**src/rtl/keypad_emulator.sv**
```systemverilog
// ---------------------------------------------------------------------------
// keypad_emulator
//   Device-side model of a 4x4 matrix keypad that performs one key press per
//   request. It watches the scanner's active-high row strobes and pulls the
//   matching active-low column line low, as a closed switch would. Optional
//   pseudo-random contact bounce is applied on press and on release.
//
// Ports
//   clk6MHz  in   1  system clock
//   rstn     in   1  synchronous, active-low reset
//   start_i  in   1  press request, accepted when start_i && ready_o
//   key_i    in   4  hex key code, sampled on the accept cycle
//   row_i    in   4  row strobes from the scanner, active-high
//   col_o    out  4  column lines to the scanner, active-low (4'hF = open)
//   ready_o  out  1  high only in IDLE
//   busy_o   out  1  high in every state except IDLE
//   done_o   out  1  one-cycle pulse when the release phase completes
// ---------------------------------------------------------------------------
module keypad_emulator #(
  parameter int unsigned HOLD_CYC   = 60000,
  parameter int unsigned BOUNCE_CYC = 3000,
  parameter int unsigned BOUNCE_EN  = 1,
  parameter logic [15:0] LFSR_SEED  = 16'hACE1
) (
  input  logic       clk6MHz,
  input  logic       rstn,
  input  logic       start_i,
  input  logic [3:0] key_i,
  input  logic [3:0] row_i,
  output logic [3:0] col_o,
  output logic       ready_o,
  output logic       busy_o,
  output logic       done_o
);

  localparam int unsigned MAX_CYC   = (HOLD_CYC > BOUNCE_CYC) ? HOLD_CYC : BOUNCE_CYC;
  localparam int unsigned CNT_W     = $clog2(MAX_CYC + 1);
  localparam bit          BOUNCE_ON = (BOUNCE_EN != 0) && (BOUNCE_CYC != 0);
  // Galois feedback mask for x^16 + x^14 + x^13 + x^11 + 1 (right-shifting form)
  localparam logic [15:0] LFSR_TAPS = 16'hB400;

  typedef enum logic [2:0] {
    S_IDLE,
    S_BOUNCE_IN,
    S_HOLD,
    S_BOUNCE_OUT,
    S_DONE
  } state_t;

  state_t           r_state;
  state_t           w_state_nxt;
  logic [CNT_W-1:0] r_cnt;
  logic [CNT_W-1:0] w_cnt_nxt;
  logic [15:0]      r_lfsr;
  logic [15:0]      w_lfsr_step;
  logic [1:0]       r_row;
  logic [1:0]       r_col;
  logic [1:0]       w_key_row;
  logic [1:0]       w_key_col;
  logic             w_accept;
  logic             w_contact;
  logic             w_bouncing;
  logic [3:0]       w_col_drive;
  logic [3:0]       r_col_o;
  logic             r_ready;
  logic             r_busy;
  logic             r_done;

  assign col_o   = r_col_o;
  assign ready_o = r_ready;
  assign busy_o  = r_busy;
  assign done_o  = r_done;

  // Key code to matrix position (row r, column c)
  always_comb begin
    w_key_row = 2'd0;
    w_key_col = 2'd0;
    case (key_i)
      4'h1: begin w_key_row = 2'd0; w_key_col = 2'd0; end
      4'h2: begin w_key_row = 2'd0; w_key_col = 2'd1; end
      4'h3: begin w_key_row = 2'd0; w_key_col = 2'd2; end
      4'hA: begin w_key_row = 2'd0; w_key_col = 2'd3; end
      4'h4: begin w_key_row = 2'd1; w_key_col = 2'd0; end
      4'h5: begin w_key_row = 2'd1; w_key_col = 2'd1; end
      4'h6: begin w_key_row = 2'd1; w_key_col = 2'd2; end
      4'hB: begin w_key_row = 2'd1; w_key_col = 2'd3; end
      4'h7: begin w_key_row = 2'd2; w_key_col = 2'd0; end
      4'h8: begin w_key_row = 2'd2; w_key_col = 2'd1; end
      4'h9: begin w_key_row = 2'd2; w_key_col = 2'd2; end
      4'hC: begin w_key_row = 2'd2; w_key_col = 2'd3; end
      4'hE: begin w_key_row = 2'd3; w_key_col = 2'd0; end
      4'h0: begin w_key_row = 2'd3; w_key_col = 2'd1; end
      4'hF: begin w_key_row = 2'd3; w_key_col = 2'd2; end
      4'hD: begin w_key_row = 2'd3; w_key_col = 2'd3; end
      default: begin w_key_row = 2'd0; w_key_col = 2'd0; end
    endcase
  end

  // Next state and phase counter; the counter holds the cycles left in the phase
  always_comb begin
    w_state_nxt = r_state;
    w_cnt_nxt   = r_cnt;
    w_accept    = 1'b0;
    case (r_state)
      S_IDLE: begin
        if (start_i && r_ready) begin
          w_accept = 1'b1;
          if (BOUNCE_ON) begin
            w_state_nxt = S_BOUNCE_IN;
            w_cnt_nxt   = CNT_W'(BOUNCE_CYC);
          end else begin
            w_state_nxt = S_HOLD;
            w_cnt_nxt   = CNT_W'(HOLD_CYC);
          end
        end
      end
      S_BOUNCE_IN: begin
        if (r_cnt == CNT_W'(1)) begin
          w_state_nxt = S_HOLD;
          w_cnt_nxt   = CNT_W'(HOLD_CYC);
        end else begin
          w_cnt_nxt = r_cnt - CNT_W'(1);
        end
      end
      S_HOLD: begin
        if (r_cnt == CNT_W'(1)) begin
          if (BOUNCE_ON) begin
            w_state_nxt = S_BOUNCE_OUT;
            w_cnt_nxt   = CNT_W'(BOUNCE_CYC);
          end else begin
            w_state_nxt = S_DONE;
            w_cnt_nxt   = CNT_W'(0);
          end
        end else begin
          w_cnt_nxt = r_cnt - CNT_W'(1);
        end
      end
      S_BOUNCE_OUT: begin
        if (r_cnt == CNT_W'(1)) begin
          w_state_nxt = S_DONE;
          w_cnt_nxt   = CNT_W'(0);
        end else begin
          w_cnt_nxt = r_cnt - CNT_W'(1);
        end
      end
      S_DONE: begin
        w_state_nxt = S_IDLE;
        w_cnt_nxt   = CNT_W'(0);
      end
      default: begin
        w_state_nxt = S_IDLE;
        w_cnt_nxt   = CNT_W'(0);
      end
    endcase
  end

  // Switch contact: solid in HOLD, LFSR-driven chatter while bouncing
  always_comb begin
    w_bouncing  = (r_state == S_BOUNCE_IN) || (r_state == S_BOUNCE_OUT);
    w_contact   = 1'b0;
    if (r_state == S_HOLD) begin
      w_contact = 1'b1;
    end else if (w_bouncing) begin
      w_contact = r_lfsr[0];
    end
    w_lfsr_step = {1'b0, r_lfsr[15:1]} ^ ({16{r_lfsr[0]}} & LFSR_TAPS);
    // Only the latched row strobe matters; other rows never affect the column
    w_col_drive = (w_contact && row_i[r_row]) ? (4'b0001 << r_col) : 4'b0000;
  end

  // State, counter, LFSR and registered outputs
  always_ff @(posedge clk6MHz) begin
    if (!rstn) begin
      r_state <= S_IDLE;
      r_cnt   <= CNT_W'(0);
      r_lfsr  <= LFSR_SEED;
      r_row   <= 2'd0;
      r_col   <= 2'd0;
      r_col_o <= 4'hF;
      r_ready <= 1'b0;
      r_busy  <= 1'b0;
      r_done  <= 1'b0;
    end else begin
      r_state <= w_state_nxt;
      r_cnt   <= w_cnt_nxt;
      if (w_bouncing) begin
        r_lfsr <= w_lfsr_step;
      end
      if (w_accept) begin
        r_row <= w_key_row;
        r_col <= w_key_col;
      end
      r_col_o <= ~w_col_drive;
      r_ready <= (w_state_nxt == S_IDLE);
      r_busy  <= (w_state_nxt != S_IDLE);
      r_done  <= (w_state_nxt == S_DONE);
    end
  end

endmodule

```
**config.mk**
```make
export PLATFORM = sky130hd
export DESIGN_NAME = keypad_emulator
export DESIGN_NICKNAME = d
export VERILOG_FILES = /design/src/rtl/keypad_emulator.sv
export SDC_FILE = /design/constraint.sdc
export NUM_CORES = 1
export LEC_CHECK = 0
export ABC_AREA = 1
export BUFFER_PORTS_ARGS = -buffer_cell sky130_fd_sc_hd__buf_2
export CAP_MARGIN = 5
export CORE_ASPECT_RATIO = 1.25
export CORE_MARGIN = 8
export CORE_UTILIZATION = 54
export DETAILED_ROUTE_END_ITERATION = 10
export GPL_TIMING_DRIVEN = 0
export PLACE_DENSITY = 0.72
export REMOVE_ABC_BUFFERS = 1
export SLEW_MARGIN = 20
export SYNTH_ARGS = -nofsm -noshare
export SYNTH_HDL_FRONTEND = slang
export SYNTH_SLANG_ARGS = --single-unit
```
**constraint.sdc**
```tcl
create_clock -name clk6MHz -period 1.3 [get_ports clk6MHz]
set_input_delay 0.13 -clock clk6MHz [delete_from_list [all_inputs] [get_ports clk6MHz]]
set_output_delay 0.13 -clock clk6MHz [all_outputs]
set_load 0.03 [all_outputs]
```
Word level (Yosys, flattened, before mapping)
Memory sizes are Yosys's and may differ from the RTL's. A register that Yosys moved wholly into a read port is not among the register bits.
Cells that the tools add are included.
{"block": "word_totals", "regBits": 42, "rom_bits": 64, "memories": 1, "wordCells": 43}
{"block": "op_classes", "n_reduce_logical": 7, "shifts": 1, "n_lt_le_gt_ge": 1, "mux": 17, "bitwise": 2, "eq_ne": 6, "n_addsub": 1}
{"memory": "(no name shown)", "depth": 16, "word_bits": 4, "rd": 1, "rd_ports_with_merged_regs": 1, "wr": 0, "line": "78", "rtl": "case (key_i)"}
{"op": "2-to-1 mux 16 bit", "n": 4}
{"op": "case mux 16 bit (4 select lines)", "n": 1}
{"op": "== test 16 x 1 -> 1 bit (second input constant)", "n": 1}
{"op": "subtractor 16 x 1 -> 16 bit (second input constant)", "n": 1}
{"op": "bitwise XOR 15 x 16 -> 16 bit", "n": 1}
{"op": "2-to-1 mux 3 bit", "n": 4}
{"op": "case mux 3 bit (4 select lines)", "n": 1}
{"op": "== test 3 x 2 -> 1 bit (second input constant)", "n": 2}
{"op": "logical NOT 3 bit", "n": 2}
{"op": "2-to-1 mux 1 bit", "n": 5}
{"op": "2-to-1 mux 4 bit", "n": 1}
{"op": "NOT 4 bit", "n": 1}
{"op": "left shift 1 x 2 -> 4 bit (first input constant)", "n": 1}
{"op": "== test 3 x 1 -> 1 bit (second input constant)", "n": 1}
{"op": "== test 3 bit (second input constant)", "n": 1}
{"op": "less-than comparator 2 x 3 -> 1 bit (second input constant)", "n": 1}
{"op": "nonzero test 3 bit", "n": 1}
{"op": "binary-select mux 1 bit (select 2 bit)", "n": 1}
{"op": "logical AND 1 bit", "n": 2}
{"op": "inequality test 2 bit (second input constant)", "n": 1}
{"op": "logical NOT 1 bit", "n": 1}
{"op": "logical OR 1 bit", "n": 1}

Depth between registers and ports, before layout
{"block": "logic_depth", "depth_word": 7, "depth_mapped": 13, "mapped_depth_nobuf": 13}

Worst setup path before layout
No wires, ideal clock.
{"block": "synth_timing", "path_kind": "reg-to-reg", "start": "register r_cnt[1]", "end": "register r_cnt[11]", "path_buffers": 0, "synth_period_minus_slack_ns": 1.415, "t_arrival_ns": 1.281, "setup_slack_ns": -0.115, "stages_incl_launch_ff": 14, "setup_time_ns": 0.133, "cell_sequence": "dfxtp_1 > inv_1 > ha_1 > inv_1 > nor2_1 > nand2_1 > nor2_2 > nand2_4 > nand2_8 > nand3_4 > nand2_1 > nand2_1 > nand2_1 > a21oi_2"}
{"block": "synth_via", "elab_chain_len": 3, "elab_cells_between_ends": 6}
{"element": "start, declared", "line": "52", "rtl": "logic [CNT_W-1:0] r_cnt;"}
{"element": "start signal, assigned", "line": "185", "rtl": "r_cnt <= w_cnt_nxt;"}
{"element": "subtractor 16 x 1 -> 16 bit / == test 16 x 1 -> 1 bit (equally long branches)"}
{"element": "2-to-1 mux 16 bit, on equally long branches", "line": "139, 118, 126"}
{"element": "case mux 16 bit (4 select lines) *", "line": "104", "rtl": "case (r_state)"}
Mark *: on every way between the ends. The rest lies on a longest branch, timed or not.
A chain may end at the register's enable or synchronous reset.

Final worst setup path
{"block": "layout_timing", "start": "register r_cnt[1]", "end": "register r_cnt[15]"}
Same word-level chain as after synthesis.

==> key figures <==
Outcome
  • Outcome: finished, violations left
  • Failing checks: setup timing

Setup path
  • Nature of the critical path startpoint: register
  • WP data arrival: around 1700 ps
  • Family with the most delay on the worst path: simple AND/OR/NAND/NOR gates
  • CP dominant cell by count: nand2_2
  • CP Max Fanout: 4
  • Slowest stage delay, CP: approximately 350 ps
  • Crit Path Class: register to register
  • CP Data Required Time: between 1000 and 1500 ps
  • Worst Setup End Kind: register
  • CP bufs+invs: 3
  • Cells along the critical path: inv_4 > ha_4 > inv_2 > nor2_4 > buf_4 > nand2_2 > nor2_4 > nand2_2 > nand3_2 > nand2_4 > nand2_2 > a21oi_2
  • CP max-delay cell: dfxtp_2

Routing
  • # DRC: 0
  • WL/cell: between 10 and 15 um
  • DR iter-0 viols: about 120
  • Via count: 2308
  • Initial DRT Pass Iterations: 4
  • Final WL: 5.919 mm
  • Post-route ant nets: 0
  • Post-DR vias/cell: 5.294

Timing
  • Slew headroom: a little over two fifths
  • Clk_skew: between 8 and 9 ps
  • Final Setup Violations: 22
  • Final worst setup slack: -221.4 ps
  • Unrepaired setup endpoints after global routing: true
  • Final TNS setup: -3447 ps
  • Worst slew pin tran: 841.1 ps
  • Fin crit period: 1521 ps
  • Final period util: 117.0%
  • Hold Fails Final Rpt: 0
  • Max Freq: about 660 MHz
  • Final Slew Violations: 0

Clock network
  • Num CTS Buffers: 5
  • Clk slew on worst S/H paths: 90 ps
  • Longest Clk Path Bufs: 2
  • Hold bufs inserted after CTS: 0
  • H-Tree Depth: 2
  • Root buffer selected by CTS: clkbuf_8
  • Clk sinks: 46
  • Worst skew pair latency: 310 ps
  • CTS tree: built

Finish
  • Commonest non-fill, non-tap cell in the layout: nand2_1
  • Fraction of layout cells with a size suffix above 1: 32.54%
  • Post-layout util: 68.76%
  • Most frequent cells in the layout: nand2_1 (73), dfxtp_1 (41), nor2_1 (34)
  • Ant. Diodes: 0
  • P&R area growth vs syn: 22.83%
  • Fill count: about 380
  • Nets: 390

Power
  • Leak: between 1 and 1.5 nW
  • Final Power: roughly 0.0038 W
  • PD cells: 1248 mW/mm^2
  • Max VDD drop: between 0.7 and 0.8 mV

Die
  • Row count: 27
  • Chip width: approximately 77 um
  • Placeable Area: approximately 0.0044 mm^2
  • I/O pins: 18
  • Chip Height: roughly 90 um
  • Initial core utilization: about 56%
  • DIE AREA: about 0.007 mm^2

GRT
  • Final global-route overflow total: 0
  • Initial antenna violation count: 0
  • Largest net degree at the start of global routing: 24
  • Total GRT Usage: approximately 16%
  • Vias in the first global route: approximately 2200
  • First-pass GRT wire length: about 9.7 mm

Logic synthesis
  • Syn Inst Count: 346
  • Synthesized area: 0.002477 mm^2
  • Synthesized flop and latch total: 46
  • Warnings from Yosys: 0
  • Synth cell types: 37
  • Syn Area/Cell: 7.160 um^2
  • Post-synthesis sequential area ratio: between 30 and 40%

Place
  • Worst slack, placed: -388.4 ps
  • Gpl congestion: 0.8384
  • DP Wirelength: about 3.7 mm
  • PortBufs: 17

Worst hold path
  • Hold Path Class: input port to register

Run
  • Max-Cap Viols: 0
[power by group]
group          switching, W  total [W]  internal, W
combinational      0.000748    0.00122     0.000468
sequential         0.000127    0.00165      0.00152
clock              0.000548   0.000937     0.000389
total               0.00142    0.00380      0.00238
[cells in the mapped netlist (all sizes together)]
master  count  area, um^2
inv        29       108.9
nand3      28       170.2
mux2i       1       10.01
a21oi      23       130.1
dfxtp      46       920.9
nand4       3       18.77
a31oi       1       6.260
xor2        3       26.28
a211oi      1       7.510
nor3        5       30.03
xnor2       5       43.79
o21ai      27       138.9
o22ai       2       12.51
a21boi      1       11.26
nor2       55       297.8
o21bai      1       7.510
or2         1       6.260
ha          2       25.02
and2        2       12.51
buf         6       41.28
nand2      98       424.2
a41oi       1       8.760
clkbuf      5       18.77
[per-layer routing]
metal	part of all wire [%]	up-vias	track usage, %	routed length, um
li1	-	1181	-	-
met1	43	1081	17.88	2517
met2	53	33	29.99	3152
met3	2.3	13	3.027	137
met4	1.9	0	6.592	111
met5	0	-	0	0
[cell type report]
type | instances | area (um^2) | area share [%]
inverter | 29 | 138.9 | 4.564
sequential | 46 | 934.6 | 30.72
clock buffer | 5 | 68.82 | 2.262
clock inverter | 3 | 25.02 | 0.8224
multi-input combinational | 261 | 1570 | 51.60
tap | 58 | 72.57 | 2.385
timing repair buffer | 34 | 232.7 | 7.648
[flip-flops by register name (all words and copies together), names as in the netlist, 2 cells and up]
register / cells
r_row: 2
r_lfsr: 16
r_col: 2
r_cnt: 16
col_o: 4
r_state: 3
[path summary, 6_finish.rpt]
check / startpoint / depth (start not counted) / slack, ps / to
min: key_i[3] / 3 / 140 / r_col[1]
max reg2reg: r_cnt[1] / 12 / -220 / r_cnt[15]
max: r_cnt[1] / 12 / -220 / r_cnt[15]
min reg2reg: r_col[1] / 1 / 440 / col_o[2]
[tightest hold or removal path, cell delays in order]
cell	delay (ps)
buf_2	120
a21oi_1	70
a21oi_1	100
[logic make-up (layout without fill, tap and decap cells)]
group	after synthesis	in the layout	synth area share, %
multiplexers	1	1	0.4041
flip-flops	46	46	37.17
AO/OA/AOI/OAI	57	57	13.03
adder cells (fa/ha/maj)	2	2	1.010
buffers and inverters	40	71	6.818
XOR/XNOR	8	8	2.828
AND/OR/NAND/NOR	192	193	38.74
[timing repair]
action / CTS / global route
setup buffers: 10 / 7
gates resized for setup: 35 / 32
endpoints found under the setup margin: 40 / 27
pin swaps: 12 / 17
cloned: 1 / 0
[per-stage QoR]
stage,instances,hold slack [ps],cell area (um^2)
2_1_floorplan,335,214.1,2417
3_3_place_gp,410,422.0,2575
3_5_place_dp,410,424.8,2575
4_1_cts,429,149.3,2869
5_1_grt,436,168.3,3043
6_report,436,143.5,3043
Power figures use the tool's default switching activity.
